$ cat config.mk
export PLATFORM = sky130hd
export DESIGN_NAME = nand_op_scheduler
export DESIGN_NICKNAME = d
export VERILOG_FILES = /design/src/rtl/nand_sched_pkg.sv /design/src/rtl/nand_rr_arbiter.sv /design/src/rtl/nand_op_scheduler.sv
export SDC_FILE = /design/constraint.sdc
export NUM_CORES = 1
export LEC_CHECK = 0
export CORE_MARGIN = 5
export CORE_UTILIZATION = 44
export CTS_CLUSTER_DIAMETER = 40
export CTS_CLUSTER_SIZE = 24
export DETAILED_ROUTE_END_ITERATION = 16
export PLACE_DENSITY = 0.8
export SETUP_SLACK_MARGIN = 0.1
export SYNTH_ARGS = -nofsm -noshare
export SYNTH_HDL_FRONTEND = slang
export SYNTH_SLANG_ARGS = --single-unit
$ cat constraint.sdc
create_clock -name clk -period 2.5 [get_ports clk]
set_input_delay 0.625 -clock clk [delete_from_list [all_inputs] [get_ports clk]]
set_output_delay 0.625 -clock clk [all_outputs]
set_load 0.1 [all_outputs]
$ cat src/rtl/nand_sched_pkg.sv
// nand_sched_pkg
//   Shared definitions for the NAND operation scheduler: FSM state encoding,
//   operation codes, per-requester status codes and small helper functions
//   for status resolution, one-hot enable decoding and round-robin stepping.
package nand_sched_pkg;

  typedef enum logic [2:0] {
    S_IDLE  = 3'd0,
    S_GRANT = 3'd1,
    S_RUN   = 3'd2,
    S_FIN   = 3'd3,
    S_GAP   = 3'd4
  } sched_state_t;

  typedef enum logic [1:0] {
    OP_WR = 2'd0,
    OP_RD = 2'd1,
    OP_ER = 2'd2
  } op_t;

  localparam logic [1:0] ST_OK   = 2'd0;
  localparam logic [1:0] ST_BAD  = 2'd1;
  localparam logic [1:0] ST_FAIL = 2'd2;
  localparam logic [1:0] ST_TO   = 2'd3;

  // Round-robin successor: WR -> RD -> ER -> WR.
  function automatic op_t next_op(input op_t op);
    case (op)
      OP_WR:   return OP_RD;
      OP_RD:   return OP_ER;
      OP_ER:   return OP_WR;
      default: return OP_WR;
    endcase
  endfunction

  // One-hot vector {ER, RD, WR} for an operation code.
  function automatic logic [2:0] op_onehot(input op_t op);
    case (op)
      OP_WR:   return 3'b001;
      OP_RD:   return 3'b010;
      OP_ER:   return 3'b100;
      default: return 3'b000;
    endcase
  endfunction

  // Completion status for an operation that ended with its end_* pulse.
  // A bad block dominates; an erase reporting error code 1 is still a pass.
  function automatic logic [1:0] calc_status(input op_t        op,
                                             input logic [1:0] addr_err,
                                             input logic [1:0] wr_success,
                                             input logic [1:0] ecc_state);
    logic [1:0] st;
    st = ST_OK;
    if (addr_err == 2'd2) begin
      st = ST_BAD;
    end else begin
      case (op)
        OP_WR:   st = (wr_success != 2'd1) ? ST_FAIL : ST_OK;
        OP_RD:   st = (ecc_state == 2'd3) ? ST_FAIL : ST_OK;
        OP_ER:   st = ST_OK;
        default: st = ST_OK;
      endcase
    end
    return st;
  endfunction

endpackage

$ cat src/rtl/nand_rr_arbiter.sv
// nand_rr_arbiter
//   Three-way round-robin arbiter. The grant is combinational from the
//   request vector and the registered pointer; the pointer moves to the
//   requester after the winner whenever the grant is consumed.
// Ports
//   clk        controller clock
//   rst        asynchronous active-low reset (pointer returns to WR)
//   req[2:0]   level requests {ER, RD, WR}
//   adv        grant consumed this cycle; advance the pointer
//   gnt_valid  at least one request present
//   gnt_op     winning operation
module nand_rr_arbiter
  import nand_sched_pkg::*;
(
  input  logic       clk,
  input  logic       rst,
  input  logic [2:0] req,
  input  logic       adv,
  output logic       gnt_valid,
  output op_t        gnt_op
);

  op_t ptr_r;
  op_t cand1_s;
  op_t cand2_s;

  // Pick the first requester at or after the pointer.
  always_comb begin
    cand1_s   = next_op(ptr_r);
    cand2_s   = next_op(cand1_s);
    gnt_valid = |req;
    if (|(req & op_onehot(ptr_r))) begin
      gnt_op = ptr_r;
    end else if (|(req & op_onehot(cand1_s))) begin
      gnt_op = cand1_s;
    end else if (|(req & op_onehot(cand2_s))) begin
      gnt_op = cand2_s;
    end else begin
      gnt_op = ptr_r;
    end
  end

  // Pointer update: the requester after the winner gets first chance next time.
  always_ff @(posedge clk or negedge rst) begin
    if (!rst) begin
      ptr_r <= OP_WR;
    end else if (adv) begin
      ptr_r <= next_op(gnt_op);
    end else begin
      ptr_r <= ptr_r;
    end
  end

endmodule

$ cat src/rtl/nand_op_scheduler.sv
// nand_op_scheduler
//   Arbitrates page-write, page-read and block-erase requests onto the single
//   NAND controller port set. One operation at a time: the request address is
//   latched, the matching enable is held until its end_* pulse, a watchdog
//   flag or a timeout, then a 2-bit status is returned to the requester.
//   A forced idle gap separates consecutive enables.
// Ports
//   clk, rst                      clock; asynchronous active-low reset
//   {wr,rd,er}_req/_addr          level request and row address per requester
//   {wr,rd,er}_ack                1-cycle accept pulse (address sampled then)
//   {wr,rd,er}_done/_status       1-cycle completion pulse with status
//   en_write_page/en_read/en_erase_page   controller enables, one-hot or zero
//   write/read/erase_addr_row     latched address of the active operation
//   end_*, *_addr_row_error, write_success, read_data_ECCstate,
//   nandflash_busy_Noresponse     controller results
//   sched_busy                    high from grant until the gap expires
module nand_op_scheduler
  import nand_sched_pkg::*;
#(
  parameter int unsigned TIMEOUT_CYC = 60000,
  parameter int unsigned GAP_CYC     = 4,
  parameter int unsigned TO_W        = 16
) (
  input  logic        clk,
  input  logic        rst,
  input  logic        wr_req,
  input  logic        rd_req,
  input  logic        er_req,
  input  logic [23:0] wr_addr,
  input  logic [23:0] rd_addr,
  input  logic [23:0] er_addr,
  output logic        wr_ack,
  output logic        rd_ack,
  output logic        er_ack,
  output logic        wr_done,
  output logic        rd_done,
  output logic        er_done,
  output logic [1:0]  wr_status,
  output logic [1:0]  rd_status,
  output logic [1:0]  er_status,
  output logic        en_write_page,
  output logic        en_read,
  output logic        en_erase_page,
  output logic [23:0] write_addr_row,
  output logic [23:0] read_addr_row,
  output logic [23:0] erase_addr_row,
  input  logic        end_write_page,
  input  logic        end_read,
  input  logic        end_erase_page,
  input  logic [1:0]  write_addr_row_error,
  input  logic [1:0]  read_addr_row_error,
  input  logic [1:0]  erase_addr_row_error,
  input  logic [1:0]  write_success,
  input  logic [1:0]  read_data_ECCstate,
  input  logic        nandflash_busy_Noresponse,
  output logic        sched_busy
);

  localparam int unsigned GAP_W = (GAP_CYC > 1) ? $clog2(GAP_CYC) : 1;

  sched_state_t      state_r;
  op_t               sel_op_r;
  logic [TO_W-1:0]   to_cnt_r;
  logic [GAP_W-1:0]  gap_cnt_r;
  logic [2:0]        ack_r;
  logic [2:0]        done_r;
  logic [2:0]        en_r;
  logic [1:0]        wr_status_r;
  logic [1:0]        rd_status_r;
  logic [1:0]        er_status_r;
  logic [23:0]       wr_row_r;
  logic [23:0]       rd_row_r;
  logic [23:0]       er_row_r;
  logic              busy_r;

  logic              gnt_valid_s;
  op_t               gnt_op_s;
  logic              adv_s;
  logic              end_sel_s;
  logic [1:0]        err_sel_s;
  logic              to_hit_s;
  logic              exit_s;
  logic [1:0]        status_s;

  assign adv_s = (state_r == S_IDLE) && gnt_valid_s;

  nand_rr_arbiter u_arb (
    .clk       (clk),
    .rst       (rst),
    .req       ({er_req, rd_req, wr_req}),
    .adv       (adv_s),
    .gnt_valid (gnt_valid_s),
    .gnt_op    (gnt_op_s)
  );

  // Route the completion pulse and bad-block code of the selected op only;
  // end_* of the other ops never reaches the FSM.
  always_comb begin
    end_sel_s = 1'b0;
    err_sel_s = 2'b00;
    case (sel_op_r)
      OP_WR: begin
        end_sel_s = end_write_page;
        err_sel_s = write_addr_row_error;
      end
      OP_RD: begin
        end_sel_s = end_read;
        err_sel_s = read_addr_row_error;
      end
      OP_ER: begin
        end_sel_s = end_erase_page;
        err_sel_s = erase_addr_row_error;
      end
      default: begin
        end_sel_s = 1'b0;
        err_sel_s = 2'b00;
      end
    endcase
  end

  // Exit condition and resulting status. A real end_* in the terminal-count
  // cycle reports the controller's result; the watchdog flag always aborts.
  always_comb begin
    to_hit_s = (to_cnt_r == TO_W'(TIMEOUT_CYC - 1));
    exit_s   = end_sel_s | to_hit_s | nandflash_busy_Noresponse;
    if (nandflash_busy_Noresponse || (to_hit_s && !end_sel_s)) begin
      status_s = ST_TO;
    end else begin
      status_s = calc_status(sel_op_r, err_sel_s, write_success, read_data_ECCstate);
    end
  end

  // Scheduler FSM with all outputs registered.
  always_ff @(posedge clk or negedge rst) begin
    if (!rst) begin
      state_r     <= S_IDLE;
      sel_op_r    <= OP_WR;
      to_cnt_r    <= '0;
      gap_cnt_r   <= '0;
      ack_r       <= 3'b000;
      done_r      <= 3'b000;
      en_r        <= 3'b000;
      wr_status_r <= ST_OK;
      rd_status_r <= ST_OK;
      er_status_r <= ST_OK;
      wr_row_r    <= 24'h000000;
      rd_row_r    <= 24'h000000;
      er_row_r    <= 24'h000000;
      busy_r      <= 1'b0;
    end else begin
      ack_r  <= 3'b000;
      done_r <= 3'b000;
      case (state_r)
        S_IDLE: begin
          if (gnt_valid_s) begin
            sel_op_r <= gnt_op_s;
            ack_r    <= op_onehot(gnt_op_s);
            busy_r   <= 1'b1;
            state_r  <= S_GRANT;
          end else begin
            state_r  <= S_IDLE;
          end
        end
        S_GRANT: begin
          // Address is sampled while *_ack is visible to the requester.
          case (sel_op_r)
            OP_WR:   wr_row_r <= wr_addr;
            OP_RD:   rd_row_r <= rd_addr;
            OP_ER:   er_row_r <= er_addr;
            default: wr_row_r <= wr_row_r;
          endcase
          to_cnt_r <= '0;
          en_r     <= op_onehot(sel_op_r);
          state_r  <= S_RUN;
        end
        S_RUN: begin
          if (exit_s) begin
            en_r   <= 3'b000;
            done_r <= op_onehot(sel_op_r);
            case (sel_op_r)
              OP_WR:   wr_status_r <= status_s;
              OP_RD:   rd_status_r <= status_s;
              OP_ER:   er_status_r <= status_s;
              default: wr_status_r <= wr_status_r;
            endcase
            state_r <= S_FIN;
          end else begin
            to_cnt_r <= to_cnt_r + TO_W'(1);
            state_r  <= S_RUN;
          end
        end
        S_FIN: begin
          gap_cnt_r <= '0;
          state_r   <= S_GAP;
        end
        S_GAP: begin
          if (gap_cnt_r == GAP_W'(GAP_CYC - 1)) begin
            busy_r  <= 1'b0;
            state_r <= S_IDLE;
          end else begin
            gap_cnt_r <= gap_cnt_r + GAP_W'(1);
            state_r   <= S_GAP;
          end
        end
        default: begin
          en_r    <= 3'b000;
          busy_r  <= 1'b0;
          state_r <= S_IDLE;
        end
      endcase
    end
  end

  assign wr_ack         = ack_r[0];
  assign rd_ack         = ack_r[1];
  assign er_ack         = ack_r[2];
  assign wr_done        = done_r[0];
  assign rd_done        = done_r[1];
  assign er_done        = done_r[2];
  assign wr_status      = wr_status_r;
  assign rd_status      = rd_status_r;
  assign er_status      = er_status_r;
  assign en_write_page  = en_r[0];
  assign en_read        = en_r[1];
  assign en_erase_page  = en_r[2];
  assign write_addr_row = wr_row_r;
  assign read_addr_row  = rd_row_r;
  assign erase_addr_row = er_row_r;
  assign sched_busy     = busy_r;

endmodule
==> reports/metrics.cfg <==
[drt]
firstDrtPassIters = 4
drcViolationCount = 0
m1WireLength_um = 4557
drt_wl_total_um = 12470
dr_wl_met3_um = 1153
drt_iter0_markers = 155
vias = 3701
vias_per_cell = 5.176
dr_wl_met2_um = 6523
route.antenna.remaining_nets = 0
routedWlPerCell_um = 17.44
dr.max_layer_used = met4

[timing]
setup_slack_ns = 0.3803
fmax_ghz = 0.4718
drv_slew = 0
period_minus_slack_ns = 2.120
slew_headroom_pct = 61.52
finalHoldViolCount = 0
skew_ns = 0.006918
tightestPinTransition_ns = 0.5772
fin_setup_tns_ns = 0
finalCritPeriodShare_pct = 84.79
grt_setup_unrepaired = no
setup_viol = 0

[synth]
async_flop_share_pct = 100.0
ys_types = 59
synth_edf_count = 0
ys_seq_area_share_pct = 59.16
avgSynthCellArea_um2 = 13.39
yosysWarnings = 0
synth_top_flop_cell = dfrtp_1
syn_inst = 357
ys_ff_latch = 113
syn_nets = 450
syn_area_um2 = 4780

[layout]
drive_above_1_share_pct = 38.09
syn2layout_area_growth_pct = 51.18
fillers = 806
multi_input_area_um2 = 1829
nets = 655
post-route-util_pct = 67.25
regArea_um2 = 2828
num_antenna_cells = 0

[critical_path]
r2r-end = en_r[0]$_DFFE_PN0P_
arrival_ns = 2.49
path_max_fanout = 4
start_kind = flop
crit_required_ns = 2.87
ff2ff_setup_slack_ns = 0.38
crit_start = to_cnt_r[8]$_DFFE_PN0P_
ff2ff_path_depth = 5
end_kind = flop
critPathKind = reg -> reg
regToRegStartpoint = to_cnt_r[8]$_DFFE_PN0P_

[clock_network]
cts_tree = yes
root_buffer = clkbuf_8
ctsResizeCount = 0
clkTransAtPathRegs_ns = 0.06
numCtsBuffers = 17
clkSinkCount = 113
cts_htree_levels = 4
cts_buffer_depth = 2
clkLatencyLatePin_ns = 0.51

[floorplanning]
die_y_um = 114.2
core_um2 = 10750
die_w_um = 114.2
ioPinCount = 179
rows = 38
dieArea_um2 = 13050
start_util_pct = 44.48

[placed_design]
place_ws_ns = 0.01290
dp_hpwl_um = 9210
globalplace.congestion = 0.8180
place.port_buffers = 178

[global_route]
track_usage_pct = 20.25
grt_pass1_wl_um = 20430
grt_overflow = 0
grt_max_degree = 60
antenna_found_initial = 0
grt_pass1_vias = 4097

[worst_hold_path]
holdCritPathClass = in -> async

[outcome]
status = finished clean

[run]
max_cap_violations = 0

## sequential cells by signal, summed over array words and instances (netlist names), 3 cells and up
| signal | cells |
|---|---|
| done_r | 3 |
| write_addr_row | 24 |
| ack_r | 3 |
| read_addr_row | 24 |
| to_cnt_r | 16 |
| state_r | 3 |
| erase_addr_row | 24 |
| en_r | 3 |
## critical path: stages, from the launching register on
cell	delay, ns
dfrtp_1	0.43
or3b_1	0.41
nor4_4	0.39
o31ai_1	0.14
a31oi_1	0.48
o21ai_1	0.13
## timing repair
| action | CTS | global route |
|---|---|---|
| setup buffers | 0 | 3 |
| hold buffers | 0 | 0 |
| setup endpoints to repair | 0 | 3 |
## cells in the mapped netlist, drive strengths merged (3+ instances only)
master | count | share of area, %
a21oi | 4 | 0.42
mux2i | 9 | 1.9
nand3 | 3 | 0.31
a2bb2oi | 5 | 0.92
o21ai | 9 | 0.94
mux2 | 73 | 17
a41o | 3 | 0.63
nand2 | 30 | 2.4
nand4 | 4 | 0.84
a21o | 4 | 0.63
buf | 6 | 1.0
nor3 | 8 | 1.5
dfrtp | 113 | 59
inv | 10 | 0.79
nor2 | 21 | 1.7
nand3b | 3 | 0.47
clkbuf | 7 | 0.76
a31oi | 4 | 0.52
## worst max-delay path by stage
stage / endpoint / slack [ns] / cells past startpoint
after floorplan: to_cnt_r[13]$_DFFE_PN0P_ / 0.60 / 5
after global placement: to_cnt_r[9]$_DFFE_PN0P_ / 0.06 / 7
after detailed placement: to_cnt_r[9]$_DFFE_PN0P_ / 0.01 / 7
after CTS: en_r[0]$_DFFE_PN0P_ / 0.16 / 6
after global routing: en_r[0]$_DFFE_PN0P_ / 0.30 / 5
final: en_r[0]$_DFFE_PN0P_ / 0.38 / 5
## logic make-up after synthesis
| kind of cell | count (synthesis) | share of synthesized area [%] |
|---|---|---|
| AO/OA/AOI/OAI | 44 | 6.911 |
| XOR/XNOR | 2 | 0.3666 |
| adder cells (fa/ha/maj) | 2 | 0.5235 |
| buffers and inverters | 23 | 2.565 |
| flip-flops | 113 | 59.16 |
| multiplexers | 82 | 19.08 |
| AND/OR/NAND/NOR | 91 | 11.39 |
## metal layers
metal / track usage [%] / up-vias
met4: 7.522 / 0
met2: 34.31 / 142
met1: 22.36 / 1843
met5: 0 / -
met3: 9.197 / 21
li1: - / 1695
## final cells by class
class	count	area share (%)
Timing Repair Buffer	199	23.93
Inverter	10	0.5195
Multi-Input combinational cell	221	25.32
Clock buffer	19	6.113
Tap cell	140	2.424
Sequential cell	113	39.13
Clock inverter	13	2.563
## per-stage QoR
stage                     area, µm²  hold slack [ns]  cells
after global routing           7226          0.01780    715
after CTS                      7203         0.002738    712
final                          7226          0.01822    715
after global placement         6576           0.4763    680
after detailed placement       6576           0.4867    680
after floorplan                4780           0.3294    357
## layout by cell type (no fill, tap or decap), types with 2 or more instances in the layout
| master | n |
|---|---|
| a21o_1 | 4 |
| clkbuf_8 | 3 |
| ha_1 | 2 |
| a21oi_1 | 4 |
| a31oi_1 | 4 |
| xnor2_1 | 2 |
| a21boi_1 | 2 |
| nand3b_1 | 3 |
| clkinvlp_4 | 5 |
| clkdlybuf4s50_1 | 89 |
| nor3_4 | 2 |
| inv_1 | 10 |
| mux2i_1 | 9 |
| nor3_1 | 4 |
| clkinv_4 | 2 |
| nor2_1 | 20 |
| nand2b_1 | 2 |
| bufinv_16 | 4 |
| a2bb2oi_1 | 5 |
| clkbuf_16 | 16 |
| nor3_2 | 2 |
| clkinv_2 | 2 |
| mux2_1 | 10 |
| nand3_1 | 3 |
| nand4_1 | 3 |
| mux2_2 | 63 |
| a211oi_1 | 2 |
| o22ai_1 | 2 |
| nand2_1 | 30 |
| o21ai_0 | 6 |
| and3_1 | 2 |
| dfrtp_1 | 113 |
| buf_4 | 109 |
| o21ai_1 | 3 |
| nor2b_1 | 2 |
| a41o_1 | 3 |
Power is not shown: default switching activity piles up to over one toggle a cycle in this logic, so the estimate is an artifact.
